File: config.mk
export PLATFORM = sky130hd
export DESIGN_NAME = cycle_counter_pgm
export DESIGN_NICKNAME = d
export VERILOG_FILES = /design/src/rtl/cnt_pkg.sv /design/src/rtl/frm_counter.sv /design/src/rtl/cycle_counter_pgm.sv
export SDC_FILE = /design/constraint.sdc
export NUM_CORES = 1
export LEC_CHECK = 0
export BUFFER_PORTS_ARGS = -buffer_cell sky130_fd_sc_hd__buf_2
export CAP_MARGIN = 20
export CORE_MARGIN = 4
export CORE_UTILIZATION = 48
export DETAILED_ROUTE_END_ITERATION = 12
export GPL_TIMING_DRIVEN = 0
export PLACE_DENSITY = 0.75
export SLEW_MARGIN = 40
export SYNTH_ARGS = -nofsm -noshare
export SYNTH_HDL_FRONTEND = slang
export SYNTH_SLANG_ARGS = --single-unit
File: constraint.sdc
create_clock -name clk_i -period 2.76 [get_ports clk_i]
set_input_delay 0.552 -clock clk_i [delete_from_list [all_inputs] [get_ports clk_i]]
set_output_delay 0.552 -clock clk_i [all_outputs]
set_load 0.01 [all_outputs]
File: src/rtl/cnt_pkg.sv
// ============================================================================
// Module      : cnt_pkg
// Description : Opcodes shared by the cycle counters and the transfer FSMs.
// Revision    : 1.0 - initial release
// ============================================================================
`default_nettype none

package cnt_pkg;

    typedef enum logic [1:0] {
        OPC_HOLD  = 2'b00,
        OPC_COUNT = 2'b01,
        OPC_CLEAR = 2'b10,
        OPC_LOAD  = 2'b11
    } opc_e;

    // Start value of a word: 0 when counting up, the terminal count when down.
    function automatic logic [31:0] start_value(input logic down, input logic [31:0] tc);
        return down ? tc : 32'd0;
    endfunction

endpackage : cnt_pkg

`default_nettype wire

File: src/rtl/frm_counter.sv
// ============================================================================
// Module      : frm_counter
// Description : Counts completed words and pulses at the end of each frame.
// Revision    : 1.0 - initial release
// ============================================================================
`default_nettype none

module frm_counter #(
    parameter int Frames   = 4,
    parameter int FrmWidth = 2
) (
    input  logic                clk_i,
    input  logic                rst_i,
    input  logic                inc,
    input  logic                clr,
    output logic [FrmWidth-1:0] frm_cnt_o,
    output logic                frm_done
);

    localparam logic [FrmWidth-1:0] LAST_FRM = FrmWidth'(Frames - 1);

    logic [FrmWidth-1:0] frm_q;
    logic [FrmWidth-1:0] frm_d;
    logic                frm_done_q;
    logic                frm_done_d;

    always_comb begin
        frm_d      = frm_q;
        frm_done_d = 1'b0;
        if (clr) begin
            frm_d = '0;
        end else if (inc) begin
            if (frm_q == LAST_FRM) begin
                frm_d      = '0;
                frm_done_d = 1'b1;
            end else begin
                frm_d = frm_q + FrmWidth'(1);
            end
        end
    end

    always_ff @(posedge clk_i or negedge rst_i) begin
        if (!rst_i) begin
            frm_q      <= '0;
            frm_done_q <= 1'b0;
        end else begin
            frm_q      <= frm_d;
            frm_done_q <= frm_done_d;
        end
    end

    assign frm_cnt_o = frm_q;
    assign frm_done  = frm_done_q;

endmodule : frm_counter

`default_nettype wire

File: src/rtl/cycle_counter_pgm.sv
// ============================================================================
// Module      : cycle_counter_pgm
// Description : Programmable up/down cycle counter with wrap/saturate and a
//               second-level frame counter for the serial-transfer datapath.
// Revision    : 1.0 - initial release
// ============================================================================
`default_nettype none

module cycle_counter_pgm
    import cnt_pkg::*;
#(
    parameter int Width    = 5,
    parameter int TcReset  = 16,
    parameter int Frames   = 4,
    parameter int FrmWidth = 2
) (
    input  logic                clk_i,
    input  logic                rst_i,
    input  logic [1:0]          opc_i,
    input  logic [Width-1:0]    tc_i,
    input  logic                down_i,
    input  logic                wrap_en_i,
    output logic [Width-1:0]    cnt_o,
    output logic                flag_o,
    output logic                done_o,
    output logic [FrmWidth-1:0] frm_cnt_o,
    output logic                frm_done_o
);

    localparam logic [Width-1:0] TC_RST = Width'(TcReset);

    logic [Width-1:0] cnt_q;
    logic [Width-1:0] cnt_d;
    logic [Width-1:0] tc_q;
    logic [Width-1:0] tc_d;
    logic             done_q;
    logic             done_d;

    logic [Width-1:0] term_w;
    logic [Width-1:0] start_w;
    logic [Width-1:0] step_w;
    logic             at_term_w;
    logic             frm_inc_w;
    logic             frm_clr_w;

    always_comb begin
        term_w    = down_i ? '0 : tc_q;
        start_w   = Width'(start_value(down_i, 32'(tc_q)));
        at_term_w = (cnt_q == term_w);
        step_w    = down_i ? (cnt_q - Width'(1)) : (cnt_q + Width'(1));
    end

    always_comb begin
        cnt_d     = cnt_q;
        tc_d      = tc_q;
        done_d    = 1'b0;
        frm_inc_w = 1'b0;
        frm_clr_w = 1'b0;
        case (opc_e'(opc_i))
            OPC_COUNT: begin
                if (!at_term_w) begin
                    cnt_d  = step_w;
                    done_d = (step_w == term_w);
                end else if (wrap_en_i) begin
                    cnt_d     = start_w;
                    frm_inc_w = 1'b1;
                end
            end
            OPC_CLEAR: begin
                cnt_d     = start_w;
                frm_clr_w = 1'b1;
            end
            OPC_LOAD: begin
                // Start value comes from the incoming tc, not the stale tc_q.
                tc_d      = tc_i;
                cnt_d     = down_i ? tc_i : '0;
                frm_clr_w = 1'b1;
            end
            default: begin
            end
        endcase
    end

    always_ff @(posedge clk_i or negedge rst_i) begin
        if (!rst_i) begin
            cnt_q  <= '0;
            tc_q   <= TC_RST;
            done_q <= 1'b0;
        end else begin
            cnt_q  <= cnt_d;
            tc_q   <= tc_d;
            done_q <= done_d;
        end
    end

    frm_counter #(
        .Frames   (Frames),
        .FrmWidth (FrmWidth)
    ) u_frm_counter (
        .clk_i     (clk_i),
        .rst_i     (rst_i),
        .inc       (frm_inc_w),
        .clr       (frm_clr_w),
        .frm_cnt_o (frm_cnt_o),
        .frm_done  (frm_done_o)
    );

    assign cnt_o  = cnt_q;
    assign flag_o = at_term_w;
    assign done_o = done_q;

endmodule : cycle_counter_pgm

`default_nettype wire

## Word level (Yosys, flattened, before mapping)

Index checks and enable logic that the tools add are counted.

| storage, ports and cells | value |
|---|---|
| word-level logic and storage cells | 38 |
| flip-flop bits (word level) | 14 |
| output and inout port bits | 10 |
| input port bits | 11 |

| operators by class | value |
|---|---|
| equality and inequality tests | 7 |
| reduce and logical (&&, ||, !) cells | 4 |
| $add $sub $neg | 3 |
| mux-type cells | 19 |

Operators by type and width:

| cell | number |
|---|---|
| $mux W5 | 6 |
| $pmux W5 S3 | 1 |
| $eq A5 B5 Y1 | 2 |
| $mux W1 | 9 |
| $eq A2 B2 Y1 const B | 3 |
| $mux W2 | 3 |
| $add A5 B1 Y5 const B | 1 |
| $sub A5 B1 Y5 const B | 1 |
| $ne A3 B3 Y1 const B | 1 |
| $reduce_bool A3 Y1 | 1 |
| $add A2 B1 Y2 const B | 1 |
| $eq A2 B1 Y1 const B | 1 |
| $reduce_and A2 Y1 | 1 |
| $reduce_bool A2 Y1 | 1 |
| $reduce_or A2 Y1 | 1 |

## Depth between registers and ports, before layout

| depth | value |
|---|---|
| word-level depth | 6 |
| depth in mapped cells | 8 |
| mapped depth without buffers | 7 |

## Cells and area by module

A second synthesis with hierarchy kept.

| second synthesis, totals | value |
|---|---|
| cells, all modules | 117 |
| area, all modules | 1139.8 sq um |

By module, submodules not included:

| module | area an instance (sq um) | seq. area each (sq um) | instances | cells an instance |
|---|---|---|---|---|
| cycle_counter_pgm | 1007.2 | 276.5 | 1 | 106 |
| frm_counter | 132.6 | 75.1 | 1 | 11 |

## Worst setup path after synthesis

No wires, ideal clock.

| timing | value |
|---|---|
| path kind | input to register |
| start | in down_i |
| end | reg cnt_q[4] (netlist: cnt_o[4]) |
| setup slack | 425 ps |
| library setup time | 129 ps |
| stages | 7 |
| required time | 2631 ps |
| buffers on the path | 0 |
| data arrival time | 2205 ps |
| path through | fa_1 -> a21o_1 -> a21oi_1 -> xor2_1 -> xor2_1 -> nor3_1 -> o41a_1 |

| between the ends | value |
|---|---|
| longest elaborated chain between the ends | 4 |
| elaborated cells between the ends (all ways) | 10 |
| those cells by class | eq/ne (2); mux (7); reduce/logical (1) |

RTL lines:

| element | RTL line | text |
|---|---|---|
| start: declaration | cycle_counter_pgm.sv:21 | `input logic down_i,` |
| $mux W5 (on tied branches) | cycle_counter_pgm.sv:47, cnt_pkg.sv:19 |  |
| $eq A5 B5 Y1 or $mux W5 (tied branches) | cycle_counter_pgm.sv:49, cycle_counter_pgm.sv:64 |  |
| $mux W5 or $ne A3 B3 Y1 (tied branches) | n/a |  |
| $pmux W5 S3 or $reduce_and A2 Y1 (tied branches) | n/a |  |
| end signal: assignment | cycle_counter_pgm.sv:90 | `cnt_q <= cnt_d;` |
| end: declaration | cycle_counter_pgm.sv:32 | `logic [Width-1:0] cnt_q;` |

Several ways; a longest one is shown, not always the timed one. The select of a mux whose other input is x is not followed.
A chain may end at the register's enable or synchronous reset.

## Worst setup path in the final report

| timing | value |
|---|---|
| start | reg tc_q[4] |
| end | out flag_o |

| between the ends | value |
|---|---|
| longest elaborated chain between the ends | 2 |

RTL lines:

| element | RTL line | text |
|---|---|---|
| start: declaration | cycle_counter_pgm.sv:34 | `logic [Width-1:0] tc_q;` |
| start signal: assignment | cycle_counter_pgm.sv:91 | `tc_q <= tc_d;` |
| $mux W5 | cycle_counter_pgm.sv:47 | `term_w = down_i ? '0 : tc_q;` |
| $eq A5 B5 Y1 | cycle_counter_pgm.sv:49 | `at_term_w = (cnt_q == term_w);` |
| end: declaration | cycle_counter_pgm.sv:24 | `output logic flag_o,` |

Every way passes these cells.

==> results.toml <==
[worst_setup_path]
slowest_delay_ns = 0.65
cp_data_arrival_time_ns = 2.14
cp_slowest_cell = "dfstp_2"
crit_required_ns = 2.21
crit_path_end_kind = "primary output"
critPathKind = "reg -> out"
cp_max_fo = 10
crit_path_cell_trace = "nand2_1, or4_4, a31o_4, nor2_2, buf_4, buf_2"
path_buf_inv = 2
start_kind = "flip-flop"
crit_family = "flip-flops"

[clock_tree]
cts-htree-levels = 1
post_cts_resized = 0
cts_buffers = 3
cts_setup_buffers = 0
cts_hold_buf = 0
path_clk_slew_ns = 0.09
clockBufferDepth = 2
cts.sinks = 14
clk_latency_ns = 0.29
cts_root_buffer = "clkbuf_4"
tritoncts = "yes"

[sta]
slew_headroom_pct = 66.31
setup_tns_ns = 0
final_hold_viol_count = 0
period_share_pct = 97.39
clock-skew-final_ns = 0.003138
setup_viol = 0
hold-worst-slack_ns = 0.1417
slew_violations = 0
tightest_slew_ns = 0.5054
fmax_mhz = 372.0
post-route-min-period_ns = 2.688
rsz0062_at_grt = "false"

[placement]
place.gp.congestion = 0.8802
hpwl_um = 1943
port_buffers = 20
place_area_mm2 = 0.001286

[finish]
seqCellArea_um2 = 351.6
drive_above_1_share_pct = 29.86
antenna_cells = 0
synthToLayoutAreaGrowth_pct = 14.46
multi_input_area_um2 = 733.2
final.fill_count = 208
fin_area_mm2 = 0.001318
nets = 161
postLayoutCoreUtil_pct = 58.44

[logic_synthesis]
synth_area_mm2 = 0.001151
avgSynthCellArea_um2 = 9.513
synth_edf_count = 0
synth-warning-count = 0
synth-seq-area-share_pct = 30.54
ys_async_sr_fraction_pct = 100.0
synth_ff_type = "dfrtp_1"
synthesis.nets = 137
yosysUniqueCellTypes = 50
synthCells = 121
synth_seq_cells = 14

[global_route]
grt_use_total_pct = 16.55
antenna_found_initial = 0
grt_max_degree = 15
overflow = 0
grt_pass1_wl_um = 4222
grt_pass1_vias = 984

[floorplan]
num_io_pins = 21
dieArea_mm2 = 0.003246
core_area_mm2 = 0.002255
initial_utilization_pct = 51.05
die_h_um = 56.97
die_x_um = 56.97
rows = 17

[routing]
wirelength_um = 2485
firstDrtPassIters = 4
viasPerCell = 5.692
num_vias = 979
drt_iter0_drc = 29
drcViolationCount = 0
ant_nets = 0
routedWlPerCell_um = 14.45

[min_path]
hold_class = "in -> async"

[pwr]
ir_drop_mv = 0.4253
p_per_area_mw_per_mm2 = 792.7
leakage_nw = 0.6083
p_total_w = 0.001044

[run]
max_cap_violations = 0

[status]
status = "complete, no violations"
## path summary, 6_finish.rpt
check / start / end / slack [ns] / cells after the start
max in group asynchronous: rst_i / tc_q[4] / 2.33 / 1
hold / removal: rst_i / tc_q[2] / 0.14 / 1
hold reg to reg: cnt_o[3] / cnt_o[3] / 0.63 / 1
min in group clk_i: tc_i[2] / tc_q[2] / 0.50 / 2
setup / recovery: tc_q[4] / flag_o / 0.07 / 6
setup reg to reg: cnt_o[1] / cnt_o[4] / 0.37 / 7
## synthesized netlist by cell type, types with 4 or more instances
cell | instances | area [um2]
dfrtp_1 | 13 | 325.3
buf_2 | 5 | 25.02
nor2_1 | 12 | 45.04
xnor2_1 | 5 | 43.79
xor2_1 | 4 | 35.03
inv_1 | 4 | 15.01
nand2_1 | 8 | 30.03
mux2i_1 | 7 | 70.07
a21oi_1 | 4 | 20.02
mux2_2 | 5 | 56.30
ha_1 | 4 | 50.05
## state kept, by name, summed over array words and instances, names as in the netlist
register,flops
cnt_o,5
tc_q,5
u_frm_counter.frm_cnt_o,2
done_o,1
u_frm_counter.frm_done,1
## per-stage QoR
| step | setup slack [ns] | std cells |
|---|---|---|
| 3_3_place_gp | 0.1431 | 169 |
| 3_5_place_dp | 0.1276 | 169 |
| 5_1_grt | 0.009944 | 172 |
| 6_report | 0.07192 | 172 |
| 4_1_cts | 0.07657 | 172 |
| 2_1_floorplan | 0.4254 | 121 |
## report_power, final
group / switching [W] / leakage (nW) / total [W] / internal, W
Combinational: 0.000309 / 0.412 / 0.000571 / 0.000262
Sequential: 0.0000690 / 0.175 / 0.000319 / 0.000250
Clock: 0.0000738 / 0.0210 / 0.000154 / 0.0000804
Total: 0.000451 / 0.608 / 0.00104 / 0.000593
## cell usage in the layout, fill, tap and decap left out, types with 2 or more instances in the layout
master	instances
xnor2_1	5
a21oi_1	4
inv_1	4
a21o_1	2
mux2i_1	7
o21ai_0	3
dfrtp_1	13
nor2_2	2
nor2b_1	3
a221o_1	3
mux2_2	5
xor2_1	4
o22ai_1	2
nor2_1	12
buf_2	24
clkbuf_4	3
nand2_1	8
nor3_1	2
ha_1	4
a31oi_1	2
## worst reg2reg max path: stages (launching register included)
cell and delay [ns]:
dfrtp_1 0.48, fa_1 0.44, a21o_1 0.20, a21oi_1 0.16, xor2_1 0.38, xor2_1 0.19, nor3_1 0.06, o41a_1 0.36
## cells by family (layout without fill, tap and decap cells)
logic type,Yosys count,count (layout),share of synthesized area [%]
AOI/OAI and AO/OA,29,29,22.07
xor gates and xnor gates,9,9,6.847
adders and majority gates,5,5,6.087
buffers and inverters,13,36,5.760
DFF,14,14,30.54
muxes,12,12,10.98
and+or+nand+nor,39,39,17.72
## metal layers
layer,GRT usage (%),wire length (um),vias up
li1,-,-,493
met1,21.74,1168,458
met2,27.24,1174,22
met3,2.941,105,6
met4,5.960,36,0
met5,0,0,-
## layout make-up
cell class / count / area share, %
inverter: 4 / 1.140
multi-input combinational: 94 / 55.65
clock buffer: 4 / 2.754
sequential: 14 / 26.69
timing repair buffer: 20 / 7.597
buffer: 8 / 3.514
tap: 28 / 2.659
No activity file was read; power rests on OpenSTA's default activity.
